**src/rtl/pc_pkg.sv**
```systemverilog
// pc_pkg: shared definitions for the program-counter sequencer.
//   pc_src_e - next-PC source select produced by the top-level priority encoder
//   clog2    - ceiling log2 for sizing pointers and counters
package pc_pkg;

  typedef enum logic [2:0] {
    SRC_INC,
    SRC_BR,
    SRC_RD,
    SRC_LBL,
    SRC_RM,
    SRC_RET,
    SRC_HOLD
  } pc_src_e;

  function automatic int clog2(input int n);
    int r;
    r = 0;
    while ((1 << r) < n) r++;
    return r;
  endfunction

endpackage

```
**src/rtl/pc_ras.sv**
```systemverilog
// pc_ras: circular return-address stack (LIFO).
//   clk, clr     - clock, synchronous active-high clear (pointer, count, flags)
//   push, pop    - push din / pop top; callers never assert both together
//   din          - address to push
//   top          - newest entry (meaningless while empty)
//   count        - valid entries, saturates at RAS_DEPTH
//   full, empty  - decoded from registered count
//   ovf, unf     - sticky: push while full / pop while empty
module pc_ras
  import pc_pkg::*;
#(
  parameter int PC_W      = 16,
  parameter int RAS_DEPTH = 4,
  parameter int CNT_W     = clog2(RAS_DEPTH) + 1
) (
  input  logic             clk,
  input  logic             clr,
  input  logic             push,
  input  logic             pop,
  input  logic [PC_W-1:0]  din,
  output logic [PC_W-1:0]  top,
  output logic [CNT_W-1:0] count,
  output logic             full,
  output logic             empty,
  output logic             ovf,
  output logic             unf
);

  localparam int PTR_W = clog2(RAS_DEPTH);

  logic [PC_W-1:0]  mem [RAS_DEPTH];
  logic [PTR_W-1:0] wp;  // next write slot; newest entry sits at wp-1

  assign full  = (count == CNT_W'(RAS_DEPTH));
  assign empty = (count == '0);
  assign top   = mem[wp - PTR_W'(1)];

  // Entries carry no reset: count alone says which are valid.
  always_ff @(posedge clk) begin
    if (push && !clr) mem[wp] <= din;
  end

  // Pushing while full keeps writing round the ring, so the oldest entry
  // is the one overwritten and the newest ones stay poppable.
  always_ff @(posedge clk) begin
    if (clr) begin
      wp    <= '0;
      count <= '0;
      ovf   <= 1'b0;
      unf   <= 1'b0;
    end else if (push) begin
      wp <= wp + PTR_W'(1);
      if (full) ovf   <= 1'b1;
      else      count <= count + CNT_W'(1);
    end else if (pop) begin
      if (empty) begin
        unf <= 1'b1;
      end else begin
        wp    <= wp - PTR_W'(1);
        count <= count - CNT_W'(1);
      end
    end
  end

endmodule

```
**src/rtl/pc_sequencer.sv**
```systemverilog
// pc_sequencer: program-counter sequencer with return-address stack.
//   clk, clr          - clock, synchronous active-high reset (beats stall)
//   stall             - hold PC and RAS, drop all requests
//   branch, disp      - PC-relative branch: pc + 1 + sext(disp)
//   jmp, flag_*_pc    - absolute jump; target rd > label > rm, none -> pc+1
//   call              - with jmp only: also push pc+1
//   ret               - pop RAS into pc; empty -> pc+1 and ras_unf
//   label, rd, rm     - jump target sources
//   pc                - registered current PC
//   ras_*             - stack occupancy and sticky error flags
module pc_sequencer
  import pc_pkg::*;
#(
  parameter int              PC_W      = 16,
  parameter int              DISP_W    = 8,
  parameter int              LABEL_W   = 11,
  parameter int              RAS_DEPTH = 4,
  parameter logic [PC_W-1:0] RESET_PC  = '0
) (
  input  logic                           clk,
  input  logic                           clr,
  input  logic                           stall,
  input  logic                           branch,
  input  logic [DISP_W-1:0]              disp,
  input  logic                           jmp,
  input  logic                           flag_rd_pc,
  input  logic                           flag_label_pc,
  input  logic                           flag_rm_pc,
  input  logic                           call,
  input  logic                           ret,
  input  logic [LABEL_W-1:0]             label,
  input  logic [PC_W-1:0]                rd,
  input  logic [PC_W-1:0]                rm,
  output logic [PC_W-1:0]                pc,
  output logic [clog2(RAS_DEPTH):0]      ras_count,
  output logic                           ras_full,
  output logic                           ras_empty,
  output logic                           ras_ovf,
  output logic                           ras_unf
);

  pc_src_e         sel;
  logic [PC_W-1:0] pc_inc;
  logic [PC_W-1:0] pc_next;
  logic [PC_W-1:0] ras_top;
  logic            push;
  logic            pop;

  assign pc_inc = pc + PC_W'(1);

  // Priority: stall > ret > jmp > branch > increment (clr handled at the register).
  always_comb begin
    sel  = SRC_INC;
    push = 1'b0;
    pop  = 1'b0;
    if (stall) begin
      sel = SRC_HOLD;
    end else if (ret) begin
      sel = SRC_RET;
      pop = 1'b1;
    end else if (jmp) begin
      if      (flag_rd_pc)    sel = SRC_RD;
      else if (flag_label_pc) sel = SRC_LBL;
      else if (flag_rm_pc)    sel = SRC_RM;
      push = call;
    end else if (branch) begin
      sel = SRC_BR;
    end
  end

  always_comb begin
    pc_next = pc_inc;
    case (sel)
      SRC_BR:   pc_next = pc_inc + PC_W'($signed(disp));
      SRC_RD:   pc_next = rd;
      SRC_LBL:  pc_next = PC_W'(label);
      SRC_RM:   pc_next = rm;
      // Return from an empty stack falls through to the next instruction.
      SRC_RET:  pc_next = ras_empty ? pc_inc : ras_top;
      SRC_HOLD: pc_next = pc;
      default:  pc_next = pc_inc;
    endcase
  end

  always_ff @(posedge clk) begin
    if (clr) pc <= RESET_PC;
    else     pc <= pc_next;
  end

  pc_ras #(
    .PC_W      (PC_W),
    .RAS_DEPTH (RAS_DEPTH)
  ) u_ras (
    .clk   (clk),
    .clr   (clr),
    .push  (push),
    .pop   (pop),
    .din   (pc_inc),
    .top   (ras_top),
    .count (ras_count),
    .full  (ras_full),
    .empty (ras_empty),
    .ovf   (ras_ovf),
    .unf   (ras_unf)
  );

endmodule

```
**config.mk**
```make
export PLATFORM = sky130hd
export DESIGN_NAME = pc_sequencer
export DESIGN_NICKNAME = d
export VERILOG_FILES = /design/src/rtl/pc_pkg.sv /design/src/rtl/pc_ras.sv /design/src/rtl/pc_sequencer.sv
export SDC_FILE = /design/constraint.sdc
export NUM_CORES = 1
export LEC_CHECK = 0
export CORE_UTILIZATION = 42
export DETAILED_ROUTE_END_ITERATION = 16
export GPL_ROUTABILITY_DRIVEN = 0
export HOLD_SLACK_MARGIN = 0.15
export PLACE_DENSITY = 0.65
export SKIP_CTS_REPAIR_TIMING = 1
export SLEW_MARGIN = 20
export SYNTH_ARGS = -nofsm -noshare
export SYNTH_HDL_FRONTEND = slang
export SYNTH_SLANG_ARGS = --single-unit
```
**constraint.sdc**
```tcl
create_clock -name clk -period 4.75 [get_ports clk]
set_clock_uncertainty 0.2 [all_clocks]
set_input_delay 0.95 -clock clk [delete_from_list [all_inputs] [get_ports clk]]
set_output_delay 0.95 -clock clk [all_outputs]
set_load 0.01 [all_outputs]
```
==> results of run 1 <==
worst max path at each step:
stage                  from      to  slack, ns  cells past startpoint
floorplan             pc[0]  pc[14]       1.35                     13
global route          pc[0]  pc[14]       0.58                     12
global placement    disp[0]  pc[12]        1.0                     10
detailed placement    pc[0]  pc[14]       0.95                     12
CTS                   pc[0]  pc[14]       0.92                     12
finish                pc[0]  pc[14]       0.87                     12
routing by layer:
layer  GRT usage  routed length (µm)
met1       0.359                6540
met2       0.400                7080
met3      0.0356                1380
met4      0.0729                 178
met5           0                   0
layout make-up:
type / instances / area share
clock inverter: 7 / 0.0111
clock buffer: 9 / 0.0351
tap: 143 / 0.0279
multi-input combinational: 338 / 0.400
timing repair buffer: 95 / 0.144
sequential: 87 / 0.372
inverter: 18 / 0.0105
worst max-delay path, stage by stage, from the launching register on:
cell,delay [ns]
dfxtp_1,0.47
ha_1,0.28
nand3_1,0.20
and2b_1,0.38
nand3_1,0.17
xnor2_1,0.45
ha_1,0.41
o21a_1,0.23
o31a_1,0.26
a21oi_1,0.14
o21ai_0,0.15
or3_1,0.34
a21oi_1,0.13
cell families after synthesis:
logic type | after synthesis
multiplexers | 19
flip-flops | 87
XOR/XNOR | 30
buffers and inverters | 40
AND/OR/NAND/NOR | 135
adder cells (fa/ha/maj) | 25
AO/OA/AOI/OAI | 129
per-stage QoR:
step	total power (µW)	utilization	hold WS [ns]	worst slack (ns)
after detailed placement	1390	0.524	0.268	0.949
final	2100	0.549	0.285	0.873
after floorplan	1190	-	0.281	1.35
after CTS	2110	0.549	0.286	0.924
after global placement	1390	0.524	0.254	0.997
after global routing	2190	0.549	0.300	0.580
where the power goes:
| group | leakage, µW | switching (µW) | total [µW] | internal [µW] |
|---|---|---|---|---|
| Clock | 0.000140 | 303 | 712 | 408 |
| Combinational | 0.00135 | 277 | 514 | 237 |
| Sequential | 0.000775 | 28.9 | 872 | 843 |
registers in the layout, indices dropped and copies added, names as in the netlist:
signal       cells
u_ras.mem       64
pc              16
u_ras.count      3
u_ras.wp         2
u_ras.ovf        1
u_ras.unf        1
cell usage in the layout, fill, tap and decap left out, drive strengths merged, types with 17 or more instances in the layout:
master,synthesis,layout
a21oi,39,39
nand3,17,17
clkdlybuf4s50,0,83
xnor2,22,22
o21ai,18,18
edfxtp,64,64
inv,17,19
nand2,44,44
ha,23,23
dfxtp,23,23
nor2,26,26
==> metrics list, run 1 <==
- Outcome: finished, final reports clean
- Clock tree buffer depth: 2
- Length of the first detailed-routing pass in iterations: 5
- The filler cells instantiated in the layout total 1008.
* Compound-Gate Fraction of Synth Area: 0.177
- Final setup violation count: 0
- Mean instance size in the synthesized netlist: 11.0 µm²
- Synth async-reset ratio: 0
- Die extent in x: 112 µm
- Simple-gate share of the synthesized area: 0.131
* Leakage power of the design: 0.00227 µW
* Clock-pin slew of the registers on the worst-case setup and hold paths: 0.06 ns
- Pin count of the biggest net entering global routing: 30
* Required time at the endpoint of the critical path: 4.82 ns
* CTS tree: done
* Library cell used as clock root buffer: clkbuf_16
- For this run, the leading register cell type out of synthesis is edfxtp_1.
- Total power per unit cell area: 327 mW/mm²
- Min-Delay Path Class: register to register
- Net total in the final layout: 635
- In the synthesized netlist, the number of instances is 465.
- Signal arrival time at the worst endpoint: 3.95 ns
- Of the available clock period, the critical path in the final layout requires 0.816.
- edfxtp_1 takes more of the synthesized area than any other cell.
- Number of flops mapped to enable cells by yosys: 64
- Count of buffers inserted at the top-level ports: 83
- Max H-tree Level: 3
- For this run, design rule violations remaining after detail routing come to 0.
* Vias after detailed routing: 4245
- The number of antenna violations at the first check in global routing is 0.
- Ys Warns: 0
- Setup repair after global routing left no endpoint under its margin.
* Crit Path Max Fanout: 8
- Cell types with the largest area share after synthesis: edfxtp_1 38%, dfxtp_1 9.0%, mux4_2 7.0%
- Adder-Cell Fraction of Synth Area: 0.0641
- Once layout is complete, the cells apart from fillers number 697.
* Area growth from synthesis to layout: 25.2%
* Leading post-synthesis cells by instance count: 64 x edfxtp_1, 44 x nand2_1, 38 x a21oi_1, 26 x nor2_1
- Worst setup SP type: register
- The startpoint identified for the worst hold timing path is u_ras.ovf.
- Counting I/O delays and the setup requirement, the final critical path takes 3.88 ns.
- Total Wirelength: 15200 µm
- Along the worst hold path, the cell count comes to 2.
- Upper clock frequency limit: 258 MHz
- For the pin with the worst max-slew slack, the measured transition is 0.780 ns.
- The multi-input combinational cells in the finished layout cover a total of 0.00256 mm².
- Die height: 112 µm
- In the final layout, the share of cells above drive strength 1 is 0.0939.
- The number of different library cells used by synthesis comes to 62.
- The via count of the first global-routing pass is 4140.
- Max Slew Vio Count: 0
- After detailed placement, the total cell area comes to 0.00611 mm².
* Initial core utilization: 0.439
- Once detail routing completed, the nets flagged for antenna violations numbered 0.
* Wire length of the first global-routing pass: 23700 µm
* Number of cells on the worst reg-to-reg path: 12
* Total Die Area: 0.0126 mm²
* DR vias/cell: 6.09
- Synthesis-stage register bit count: 87
- Detailed placer's ending HPWL: 10900 µm
- Clock sink count: 87
- The later pin in the worst-skew pair is clocked with a latency of 0.34 ns.
* Register Area: 0.00238 mm²
- The core region is 0.0117 mm².
* Largest voltage drop on the vdd net: 0.000164 V
* Max capacitance violation total: 0
* R2R setup slack: 0.87 ns
- Number of antenna diodes: 0
- Measured against the total synthesized area, the mux share comes to 0.0765.
- Post-synthesis instance area: 0.00512 mm²
- Tot GR Track Use: 0.251
- Xor/xnor cell area share of the yosys netlist: 0.0514
* Hold-critical path endpoint: u_ras.ovf
- The critical path in this run is classified as register to register.
* Start of the worst register-to-register path: pc[0]
- When the netlist entered floorplanning its net count stood at 551.
- For the final routed database, the setup TNS stands at 0 ns.
* Routed len/inst: 21.8 µm
* Number of core rows: 39
- Top-level I/O count: 84
* Initial DRC Count: 431
- Proportion of netlist area held by the largest area contributor: 0.376
* Final global-route overflow total: 0
- Post-route cell area: 0.00641 mm²
* Post-placement cell count: 681
- The worst setup path is captured at a register.
* Main combinational cell family by area after synthesis: compound AO/OA/AOI/OAI gates
- For this run, the register share of the synthesized area comes to 0.466.
- The total count of hold-check failures in the final report came to 0.
- Clock buffers created by TritonCTS: 9
- Most frequent cell after synthesis: edfxtp_1
* Worst reg2reg path endpoint: pc[14]
- Headroom to the max-slew limit came out at 0.476.
(Power assumes the default switching activity.)
==> inputs of run 2 (changes only) <==
--- a/config.mk
+++ b/config.mk
@@ -9,7 +9,7 @@
 export DETAILED_ROUTE_END_ITERATION = 16
 export GPL_ROUTABILITY_DRIVEN = 0
 export HOLD_SLACK_MARGIN = 0.15
-export PLACE_DENSITY = 0.65
+export PLACE_DENSITY = 0.68
 export SKIP_CTS_REPAIR_TIMING = 1
 export SLEW_MARGIN = 20
 export SYNTH_ARGS = -nofsm -noshare
==> constraint.sdc (replaced) <==
create_clock -name clk -period 3.2 [get_ports clk]
set_clock_uncertainty 0.2 [all_clocks]
set_input_delay 0.64 -clock clk [delete_from_list [all_inputs] [get_ports clk]]
set_output_delay 0.64 -clock clk [all_outputs]
set_load 0.01 [all_outputs]
==> metrics list, run 2 (synthesis results as in run 1) <==
- The flow ran to the end, and the final reports show no timing, DRC or antenna violations.
- At the pin with the least slew margin, the transition time is 1.03 ns.
* Library cell used as clock root buffer: clkbuf_16
- Die height: 112 µm
- Leakage power of the design: 0.00256 µW
- Biggest registers after layout: u_ras.mem: 64 flops, pc: 16 flops, u_ras.count: 3 flops
* Clock-pin slew of the registers on the worst-case setup and hold paths: 0.06 ns
- Most common cell after layout, fill and taps aside: clkdlybuf4s50_1
- DRC Markers: 0
- Net total in the final layout: 684
* Tot GR Track Use: 0.263
* Max H-tree Level: 3
- Top register by number of flip-flops: u_ras.mem
- Category of the worst setup path capture point: register
- STA classifies the critical path startpoint as a register.
- Ratio of cells with drive above 1 in the final layout: 0.184
- Counting the fill cells in the layout gives 978.
* Post-detailed-route count of antenna-violating nets: 0
* Clock tree buffer depth: 2
- The tool flagged a number of max-cap violations equal to 0.
- Timing would allow up to 326 MHz.
* Setup slack after placement: -0.182 ns
* Start of the worst register-to-register path: pc[1]
- During placement, the flow inserted port buffers numbering 83.
* Length of the first detailed-routing pass in iterations: 5
- Wire length of the first global-routing pass: 24600 µm
* CTS tree: done
* Crit Path Max Fanout: 5
- Final cycle utilization of the critical path: 0.960
* Initial DRC Count: 579
- The floorplan has 39 rows.
- Measured on the finished design, the core utilization comes to 0.592.
- Standard cell area after detailed placement: 0.00653 mm²
* Clock buffers created by TritonCTS: 9
- Detailed placer's ending HPWL: 12000 µm
* WS Path Type: register to register
- STA puts the critical path data required time at 3.28 ns.
- Die extent in x: 112 µm
* Total Wirelength: 16300 µm
* Routed len/inst: 21.8 µm
- The completed layout was analyzed and its total power is 3280 µW.
- For this run the aggregate overflow at the end of global routing stands at 0.
- The startpoint identified for the worst hold timing path is u_ras.ovf.
- Most frequent cells in the layout: 83 x clkdlybuf4s50_1, 64 x edfxtp_1, 57 x buf_4, 44 x nand2_1, 37 x a21oi_1
* Number of antenna diodes: 0
- Min Tclk post-route: 3.07 ns
- Slew Limit Headroom: 0.307
- Largest voltage drop on the vdd net: 0.000332 V
- Pin placement for this block handled 84 I/O pins.
* Total Die Area: 0.0126 mm²
- Across all setup checks in the final design, the least slack found is 0.128 ns.
- Initial antenna violation count: 0
* Later-pin clock latency in the skew report: 0.35 ns
- In this run the power density over the cells is 476 mW/mm².
- Final setup violation count: 0
- Relative to the synthesized area, the layout overhead comes to 34.8%.
- Post-route cell area: 0.00690 mm²
- Entering global routing, the biggest net connects 20 pins.
- The max-slew violation count was 0.
- For this configuration, the core starts out at a cell density of 0.439.
- Signal arrival time at the worst endpoint: 3.15 ns
- Vias after detailed routing: 4581
* Final hold violation count: 0
- Min-Delay Path Class: register to register
* Crit path from: pc[1]
* Clock sink count: 87
* DR vias/cell: 6.14
- Vias in the first global route: 4394
- Largest register FFs: 64
- Core outline area: 0.0117 mm²
-- run 2: cell count changes in the layout (fill, tap and decap cells not counted), moves of 2 or more --
cell / before / now
dfxtp_2: 0 / 2
dfxtp_1: 23 / 21
xnor2_1: 22 / 19
clkbuf_1: 0 / 2
xnor2_2: 0 / 3
buf_4: 12 / 57
buf_12: 0 / 4
-- run 2: area by class of cell --
cell class	count	area (µm²)	area share
clock buffers	11	233	0.0337
multi-input cells	338	2620	0.379
inverters	18	67.6	0.00979
clock inverters	5	81.3	0.0118
flip-flops and latches	87	2380	0.346
repair buffers	144	1340	0.194
well taps	143	179	0.0259
-- run 2: metal layers --
metal	up-vias	global-route usage	part of all wire
met2	256	0.413	0.47
met4	0	0.0969	0.021
met5	-	0	0
met3	29	0.0378	0.089
met1	2243	0.371	0.42
li1	2053	-	-
-- run 2: power by group --
group          switching (µW)  internal, µW  total, µW
logic                     456           420        876
clock network             437           686       1120
registers                32.8          1250       1280
-- run 2: worst paths after layout --
path	to	slack [ns]	depth (start not counted)
max	pc[14]	0.13	12
min	u_ras.ovf	0.29	2
max reg2reg	pc[14]	0.13	12
min reg2reg	u_ras.ovf	0.29	2
-- run 2: critical path: stages (launching register included) --
cell,delay [ns]
dfxtp_2,0.38
ha_4,0.17
nand3_2,0.11
and2b_2,0.24
nand3_1,0.15
xnor2_2,0.25
ha_1,0.29
o21a_1,0.20
o31a_1,0.27
a21oi_1,0.14
o21ai_0,0.13
or3_1,0.32
a21oi_1,0.14
-- run 2: per-stage QoR --
step / TNS, ns / hold WS (ns) / std cells
finish: 0 / 0.286 / 746
global placement: -0.170 / 0.258 / 728
detailed placement: -0.349 / 0.271 / 728
CTS: 0 / 0.286 / 744
global route: -0.0112 / 0.310 / 746
floorplan: 0 / 0.278 / 465
